$ cat config.mk
export PLATFORM = sky130hd
export DESIGN_NAME = instruction_fetch
export DESIGN_NICKNAME = d
export VERILOG_FILES = /design/src/rtl/instruction_fetch.sv
export SDC_FILE = /design/constraint.sdc
export NUM_CORES = 1
export LEC_CHECK = 0
export BUFFER_PORTS_ARGS = -buffer_cell sky130_fd_sc_hd__buf_2
export CAP_MARGIN = 20
export CORE_AREA = 8 8 141 143
export CTS_CLUSTER_DIAMETER = 30
export DETAILED_ROUTE_END_ITERATION = 10
export DIE_AREA = 0 0 149 151
export SYNTH_ARGS = -nofsm -noshare
export SYNTH_HDL_FRONTEND = slang
export SYNTH_SLANG_ARGS = --single-unit
$ cat constraint.sdc
create_clock -name clk -period 2.1 [get_ports clk]
set_input_delay 0.315 -clock clk [delete_from_list [all_inputs] [get_ports clk]]
set_output_delay 0.315 -clock clk [all_outputs]
set_load 0.02 [all_outputs]
$ cat src/rtl/instruction_fetch.sv
// Instruction fetch stage: PC register, IF/ID pipeline latch and an IDLE/RUN/HALTED
// control FSM. Memory is external and returns the word at outAddr before the next rising edge.
module instruction_fetch #(
    parameter int unsigned MEM_DEPTH = 32,
    parameter logic [31:0] HALT_WORD = 32'hFFFF_FFFF
) (
    input  logic        clk,
    input  logic        rst,
    input  logic        start,
    input  logic        enable,
    input  logic        stall,
    input  logic        flush,
    input  logic [1:0]  pc_src,
    input  logic [31:0] branch_target,
    input  logic [31:0] jump_target,
    input  logic [31:0] jr_target,
    input  logic [31:0] instr_in,
    output logic [31:0] outAddr,
    output logic [31:0] outPCNext,
    output logic [31:0] outInstruction,
    output logic        outValid,
    output logic        outHalted,
    output logic [31:0] outCycles
);

    localparam logic [1:0] StIdle   = 2'd0;
    localparam logic [1:0] StRun    = 2'd1;
    localparam logic [1:0] StHalted = 2'd2;

    localparam logic [31:0] Depth    = 32'(MEM_DEPTH);
    localparam logic [31:0] LastAddr = Depth - 32'd1;

    localparam logic [1:0] SrcSeq    = 2'b00;
    localparam logic [1:0] SrcBranch = 2'b01;
    localparam logic [1:0] SrcJump   = 2'b10;
    localparam logic [1:0] SrcJr     = 2'b11;

    logic [1:0]  state_q, state_d;
    logic [31:0] pc_q, pc_d;
    logic [31:0] pc_next_q, pc_next_d;
    logic [31:0] instr_q, instr_d;
    logic        valid_q, valid_d;
    logic [31:0] cycles_q, cycles_d;

    logic [31:0] pc_inc;
    logic [31:0] redirect_raw;
    logic [31:0] redirect_pc;
    logic        advance;
    logic        halt_capture;

    // PC is always kept below Depth, so a compare replaces a full modulo on the hot path.
    assign pc_inc = (pc_q == LastAddr) ? 32'd0 : pc_q + 32'd1;

    always_comb begin
        redirect_raw = pc_inc;
        unique case (pc_src)
            SrcSeq:    redirect_raw = pc_inc;
            SrcBranch: redirect_raw = branch_target;
            SrcJump:   redirect_raw = jump_target;
            SrcJr:     redirect_raw = jr_target;
        endcase
    end

    assign redirect_pc = redirect_raw % Depth;

    // Flush overrides stall, so a flushing cycle always advances.
    assign advance      = (state_q == StRun) && enable && (!stall || flush);
    assign halt_capture = advance && !flush && (instr_in == HALT_WORD);

    always_comb begin
        state_d   = state_q;
        pc_d      = pc_q;
        pc_next_d = pc_next_q;
        instr_d   = instr_q;
        valid_d   = valid_q;
        cycles_d  = cycles_q;

        if (advance) begin
            cycles_d = cycles_q + 32'd1;
        end

        if (enable) begin
            case (state_q)
                StIdle: begin
                    if (start) begin
                        state_d = StRun;
                    end
                end
                StRun: begin
                    if (flush) begin
                        pc_d    = redirect_pc;
                        instr_d = 32'd0;
                        valid_d = 1'b0;
                    end else if (!stall) begin
                        instr_d   = instr_in;
                        pc_next_d = pc_inc;
                        valid_d   = 1'b1;
                        // The halt word is latched, but PC stays parked on its address.
                        if (halt_capture) begin
                            state_d = StHalted;
                        end else begin
                            pc_d = pc_inc;
                        end
                    end
                end
                StHalted: begin
                    instr_d = 32'd0;
                    valid_d = 1'b0;
                end
                default: begin
                    state_d = StIdle;
                end
            endcase
        end
    end

    always_ff @(posedge clk) begin
        if (rst) begin
            state_q   <= StIdle;
            pc_q      <= 32'd0;
            pc_next_q <= 32'd0;
            instr_q   <= 32'd0;
            valid_q   <= 1'b0;
            cycles_q  <= 32'd0;
        end else begin
            state_q   <= state_d;
            pc_q      <= pc_d;
            pc_next_q <= pc_next_d;
            instr_q   <= instr_d;
            valid_q   <= valid_d;
            cycles_q  <= cycles_d;
        end
    end

    assign outAddr        = pc_q;
    assign outPCNext      = pc_next_q;
    assign outInstruction = instr_q;
    assign outValid       = valid_q;
    assign outHalted      = (state_q == StHalted);
    assign outCycles      = cycles_q;

endmodule

# Word level (Yosys, flattened, before mapping)
# Index checks and enable logic that the tools add are counted.
[word_totals] register_bits=131 out_inout_bits=130 wordCells=55
[op_classes] n_reduce_logical=14 n_eq_ne=14 muxes=16 add_sub_neg=2 bitwise_logic=3
[ops] op="$mux 32" n=6
[ops] op="$add 32x1->32 const B" n=2
[ops] op="$pmux 32 s2" n=1
[ops] op="$eq 32x32->1 const B" n=1
[ops] op="$eq 32x5->1 const B" n=1
[ops] op="$pmux 5 s4" n=1
[ops] op="$ne 2x2->1 const B" n=5
[ops] op="$mux 2" n=4
[ops] op="$reduce_and 4->1" n=2
[ops] op="$eq 2x2->1 const B" n=3
[ops] op="$pmux 2 s3" n=1
[ops] op="$reduce_and 6->1" n=1
[ops] op="$eq 2x1->1 const B" n=2
[ops] op="$logic_and 1x1->1" n=4
[ops] op="$logic_not 2->1" n=2
[ops] op="$ne 3x3->1 const B" n=1
[ops] op="$not 1->1" n=3
[ops] op="$reduce_and 3->1" n=1
[ops] op="$logic_not 1->1" n=2
[ops] op="$mux 1" n=2
[ops] op="$ne 2x1->1 const B" n=1
[ops] op="$pmux 1 s2" n=1
[ops] op="$reduce_bool 2->1" n=1
[ops] op="$logic_or 1x1->1" n=1

# Logic depth before layout (Yosys ltp)
# Gate-level depths: netlist of the first run.
[depth] ltp_word=9 mapped_depth=8

# Worst setup path after synthesis of the first run
# No wires, ideal clock.
[synth_timing] kind="register to register" start="reg pc_q[0], in the netlist outAddr[0]" end="reg pc_q[20], in the netlist outAddr[20]" n_path_buf=0 path_slack_ns=-0.356 setup_ns=0.122 t_arrival_ns=2.334 stages_incl_launch_ff=7 cell_sequence="dfxtp_1 > ha_1 > nand4_2 > or4_4 > or3_4 > and2_4 > a221o_1"
[synth_between] elab_chain_len=5 elab_cells_between_ends=6
[synth_lines] element="start: declaration" line="39" rtl="logic [31:0] pc_q, pc_d;"
[synth_lines] element="start signal: assignment" line="127" rtl="pc_q <= pc_d;"
[synth_lines] element="$add 32x1->32 or $eq 32x5->1 (tied branches)" line="52" rtl="assign pc_inc = (pc_q == LastAddr) ? 32'd0 : pc_q + 32'd1;"
[synth_lines] element="$mux 32 (*)" line="52"
[synth_lines] element="$mux 32 (*)" line="99" rtl="if (halt_capture) begin"
[synth_lines] element="$mux 32 (*)" line="94" rtl="end else if (!stall) begin"
[synth_lines] element="$mux 32 (*)" line="90" rtl="if (flush) begin"
# Every way passes the cells marked *; elsewhere a longest branch is shown, timed or not. The select of a mux whose other input is x is not followed.
# A chain may end at the register's enable or synchronous reset.

# Worst setup path in the final report of the first run
# Same ends and word-level chain as after synthesis.

==> results of run 1 <==
[sequential cells by signal, indices dropped and copies added (netlist names)]
signal	flops
outAddr	32
outCycles	32
outInstruction	32
outPCNext	32
outValid	1
state_q	2
[how the worst max path moves through the flow]
stage / cells past startpoint / from / slack [ns] / to
after CTS: 6 / outAddr[0] / 0.01 / outAddr[20]
after detailed placement: 6 / outAddr[0] / 0.02 / outAddr[20]
final: 6 / outAddr[0] / 0.05 / outAddr[20]
after floorplan: 6 / outAddr[0] / 0.0001 / outAddr[20]
after global placement: 8 / instr_in[13] / 0.04 / outAddr[12]
after global routing: 6 / outAddr[0] / 0.008 / outAddr[20]
[cells in the final DEF (no fill, tap or decap), types with 6 or more instances in the layout]
| master | n |
|---|---|
| dfxtp_1 | 118 |
| and4_1 | 11 |
| a211o_1 | 12 |
| inv_1 | 7 |
| nand2b_1 | 7 |
| nand2_1 | 35 |
| o31ai_1 | 7 |
| and3_1 | 21 |
| nor4_1 | 12 |
| xor2_1 | 34 |
| nand4_1 | 21 |
| o21ai_0 | 15 |
| clkbuf_16 | 17 |
| xnor2_1 | 11 |
| nor2_1 | 97 |
| mux2i_1 | 6 |
| dfxtp_2 | 11 |
| buf_4 | 60 |
| or4_1 | 8 |
| a21oi_1 | 25 |
| a21o_1 | 6 |
| buf_2 | 183 |
| or3_1 | 12 |
| nor3_1 | 15 |
| nand3_1 | 28 |
| a22oi_1 | 32 |
| o22ai_1 | 6 |
| a211oi_1 | 24 |
[layout make-up]
type | instances | area [µm²]
Antenna cell | 1 | 2.50
Clock buffer | 17 | 425
Clock inverter | 14 | 180
Fill cell | 1755 | 9440
Inverter | 7 | 26.3
Multi-Input combinational cell | 502 | 3210
Sequential cell | 131 | 2640
Tap cell | 229 | 287
Timing Repair Buffer | 247 | 1450
[stage by stage]
stage	area [µm²]	std cells	util (%)
floorplan	6130	694	-
global placement	7580	1116	42.9
detailed placement	7580	1116	42.9
CTS	8190	1147	46.4
global route	8220	1147	46.5
finish	8220	1148	46.6
[report_power, final]
| group | total (µW) | leakage, µW | switching, µW | internal [µW] |
|---|---|---|---|---|
| logic | 325 | 0.00232 | 201 | 124 |
| registers | 2520 | 0.00106 | 15.4 | 2510 |
| clock network | 3100 | 0.000296 | 1220 | 1880 |
| total | 5950 | 0.00368 | 1430 | 4510 |
[critical path: cells and delay by family (launching register included)]
kind,cells,cell delay [ns]
simple gates,4,1.13
flops,1,0.36
compound gates,1,0.30
fa+ha+maj,1,0.14
[routing by layer]
layer	vias up	part of all wire (%)
met5	-	0
met4	0	1.3
met3	20	8.0
met2	179	46
met1	2769	45
li1	2980	-
[what timing repair did]
item,in CTS,in global routing
gates resized for setup,0,6
setup endpoints to repair,0,11
buffers inserted,0,0
[cells by family after synthesis]
kind of cell               after synthesis  share of synthesized area (%)
xor gates and xnor gates                45                           6.47
and+or+nand+nor                        297                           26.1
muxes                                    7                           1.17
DFF                                    131                           43.1
AOI/OAI and AO/OA                      151                           17.7
adders and majority gates                2                          0.411
buffers and inverters                   61                           5.04
==> results.md, run 1 <==
- Core Region: 17,700 µm²
- Post-synth EDFFs: 0
- First-pass GRT wire length: 30,400 µm
- Clock buffer depth: 2
- Max IR drop VDD: 0.554 mV
- DR pass1 iterations: 4
- Max Freq: 0.487 GHz
- Hold WC Path Type: in -> reg
- Met3 GRT Util: 6.48%
- DP HPWL: 13,900 µm
- Post-Syn Area: approximately 6100 µm²
- Final Hold Viols: 0
- DR iter-0 viols: around 360
- Hold Path End: outInstruction[25]
- Maxcap violations: 0
- Register area share after synthesis: a little over two fifths
- Worst path cell trace: ha_4, nand4_4, or4_4, or3_4, and2_4, a221o_1
- Pins Over Slew Limit: 0
- Asr flop ratio synth: 0%
- Hold_ws: 0.160 ns
- Root buffer cell: clkbuf_16
- Critical Path Sink Type: flop
- Post-place setup slack: around 0.021 ns
- Initial Utilization: between 30% and 40%
- Gp weighted congestion: 0.795
- Layout area overhead: 35.0%
- Main synth FF type: dfxtp_1
- Depth of the CTS H-tree: 4
- Crit-path slowest cell: or4_4
- Leak: 0.00368 µW
- Outcome: complete, no violations
- Crit Path Max Fanout: 4
- Critical Path Max Stage Delay: 0.44 ns
- Die X: approximately 150 µm
- Area share of the largest cell type after synthesis: 43.1%
- CTS sink cnt: 131
- Gate count of the mapped netlist: 694
- WP data arrival: 2.36 ns
- Die area: 22,500 µm²
- Final ANT Viol Nets: 0
- RSZ-0062 raised after global routing: false
- Worst r2r dst: outAddr[20]
- R2R depth: 6
- Worst Hold Depth: 3
- Yosys cell types: 63
- Setup ws final: ~0.046 ns
- Synth area leader: dfxtp_1
- FF-to-FF setup slack: ~0.046 ns
- Layout cell share with drive strength beyond 1: 34.2%
- WL/cell: 16.5 µm
- Fin crit share: a little over nine tenths
- Io pins: ~270
- Final setup vio count: 0
- Antenna violations before repair: 0
- Commonest cells post-synth: dfxtp_1 (131), nor2_1 (97), clkbuf_1 (35), nand2_1 (35), xor2_1 (34)
- Hold buffers post-CTS: 0
- Avg Cell Area, Syn: 8.77 µm²
- Yosys warnings: 0
- GR Util met2: 27.2%
- CTS tree: done
- Largest net degree at the start of global routing: 69
- Critical Path Start Type: flop
- TritonCTS buffer count: 17
- Clock Latency Late Sink: 0.42 ns
- Worst Hold Launch: instr_in[25]
- Met1 usage: a little over 20%
- Clock Skew: 0.00952 ns
- Leading post-synthesis cells by cell area: dfxtp_1 (43%), nor2_1 (6.0%), xor2_1 (4.9%), a22oi_1 (3.9%), a211oi_1 (3.0%)
- CTS clock-pin slew for the worst setup and hold paths: 0.06 ns
- # rows: 49
- Total power: 5950 µW
- WS Path Type: reg -> reg
- Final min period: 2.05 ns
- Congestion Overflow GR: 0
- Post-Route WL: 19,000 µm
- Vias: 5,948
- Measured slew at the worst slew-check pin: between 0.7 and 0.8 ns
- Power per cell area: 723 nW/µm²
- GRT Overall Usage: roughly 17%
- Post-Syn Nets: 832
- Cell with the most instances after synthesis: dfxtp_1
- Port bufs: about 180
- Critical path required time: 2.41 ns
- DRC viols: 0
- Nets: around 1,000
- Synth Register Bits: 131
- FF-to-FF Start: outAddr[0]
- Die Y: between 150 and 200 µm
- Vias in the first global route: 5,965
- Slew HR: 49.6%
- Vias per cell: 5.18
- Global route hottest layer: met2
- TNS Setup: 0 ns
(Power assumes the default switching activity.)
==> run 2: changes to the inputs <==
- BUFFER_PORTS_ARGS: -buffer_cell sky130_fd_sc_hd__buf_2 -> default
- DONT_BUFFER_PORTS: default -> 1
==> results.md, run 2 (same netlist as run 1, synthesis figures left out) <==
- TNS Setup: 0 ns
- Final ANT Viol Nets: 0
- Power per cell area: between 700 and 800 nW/µm²
- Critical Path Max Stage Delay: between 0.4 and 0.5 ns
- Fin crit share: between 90% and 100%
- Depth of the CTS H-tree: 4
- Io pins: 266
- Pins Over Slew Limit: 0
- Max IR drop VDD: 0.529 mV
- Leak: 0.00302 µW
- DP HPWL: between 10,000 and 15,000 µm
- Vias in the first global route: 5,309
- FF-to-FF Start: outAddr[0]
- DR iter-0 viols: 232
- Clock Skew: 0.0108 ns
- GRT Overall Usage: 16.5%
- Core Region: about 18,000 µm²
- # rows: 49
- Final Hold Viols: 0
- DRC viols: 0
- Congestion Overflow GR: 0
- WP data arrival: 2.35 ns
- Final min period: roughly 2 ns
- Critical path buffers and inverters: 0
- Die Y: 151 µm
- Clock buffer depth: 2
- Worst path cell trace: ha_4, nand4_4, or4_4, or3_4, and2_4, a221o_1
- R2R depth: 6
- WL/cell: 19.3 µm
- FF-to-FF setup slack: 0.05 ns
- Crit path from: outAddr[0]
- First-pass GRT wire length: ~30,000 µm
- Hold WC Path Type: in -> reg
- Nets: roughly 900
- Initial Utilization: approximately a third
- Worst path depth: 6
- Leading cell type in the layout, fill and taps excluded: dfxtp_1
- Die area: 22,500 µm²
- Most frequent cells in the layout: dfxtp_1 (119), nor2_1 (97), buf_4 (89)
- CTS clock-pin slew for the worst setup and hold paths: 0.06 ns
- Die X: 149 µm
- CTS sink cnt: 131
- Port bufs: 0
- Clock Latency Late Sink: 0.42 ns
- Layout area overhead: 26.7%
- Final cell count without fillers: approximately 1,000
- Measured slew at the worst slew-check pin: about 0.54 ns
- Worst r2r dst: outAddr[20]
- Critical Path Start Type: flop
- Critical Path Sink Type: flop
- WS Path Type: reg -> reg
- Vias: approximately 5,500
- Final setup vio count: 0
- Vias per cell: 5.43
- Outcome: complete, no violations
- DR pass1 iterations: 4
- Maxcap violations: 0
- Crit Path Max Fanout: 4
- Largest net degree at the start of global routing: 94
- Layout cell share with drive strength beyond 1: 20.7%
- Crit-path slowest cell: or4_4
- Antenna cells: 0
- RSZ-0062 raised after global routing: false
- TritonCTS buffer count: 17
- Max Freq: 0.488 GHz
- Total power: approximately 6100 µW
- Gp weighted congestion: 0.811
- CTS tree: done
- Post-Route WL: 19,400 µm
- Critical path required time: roughly 2.4 ns
- CP endpoint: outAddr[20]
- Root buffer cell: clkbuf_16
- Antenna violations before repair: 0
- Placed Cells: a little under 1,000
- Slew HR: 63.4%
- Worst path top cell family by delay: simple AND/OR/NAND/NOR gates
run 2: final cells by class:
class	instances	area [µm²]
flip-flops and latches	131	2640
well taps	229	287
clock inverters	14	226
clock buffers	18	429
repair buffers	105	908
inverters	7	26.3
fillers	1785	9940
multi-input cells	502	3200
run 2: worst reg2reg max path: stages (launching register included):
cell     delay (ns)
dfxtp_4        0.36
ha_4           0.14
nand4_4        0.14
or4_4          0.44
or3_4          0.39
and2_4         0.17
a221o_1        0.30
run 2: repair_timing:
action / CTS / global route
setup buffers: 0 / 2
endpoints found under the setup margin: 0 / 8
hold buffers: 8 / 0
gates resized for setup: 0 / 5
hold endpoints to repair: 99 / 0
run 2: worst min path at each step:
stage / startpoint / end / cells past startpoint
final: instr_in[8] / outInstruction[8] / 2
after global routing: rst / outPCNext[20] / 2
after CTS: rst / outPCNext[20] / 2
after detailed placement: rst / outInstruction[21] / 1
after global placement: rst / outInstruction[19] / 1
after floorplan: state_q[1] / state_q[1] / 2
run 2: routing by layer:
metal  up-vias  routed length, µm  global-route usage [%]
li1       2691                  -                       -
met4         0                253                    5.45
met5         -                  0                       0
met3        17               1850                    7.62
met2       160               9120                    26.3
met1      2594               8200                    19.3
run 2: where the power goes:
| part | switching [µW] | internal [µW] | leakage, µW |
|---|---|---|---|
| sequential | 44.6 | 2510 | 0.00106 |
| combinational | 128 | 84.5 | 0.00164 |
| clock | 1190 | 2130 | 0.000317 |
| total | 1360 | 4720 | 0.00302 |
run 2: per-stage QoR:
step / cell area [µm²] / hold WS (ns) / setup WS, ns / utilization [%]
detailed placement: 6900 / 0.402 / 0.0105 / 39.1
floorplan: 6130 / 0.466 / 0.000105 / -
global route: 7720 / 0.0473 / 0.00152 / 43.7
CTS: 7650 / 0.0412 / 0.00361 / 43.3
finish: 7720 / 0.0637 / 0.0498 / 43.7
global placement: 6900 / 0.398 / 0.0245 / 39.1
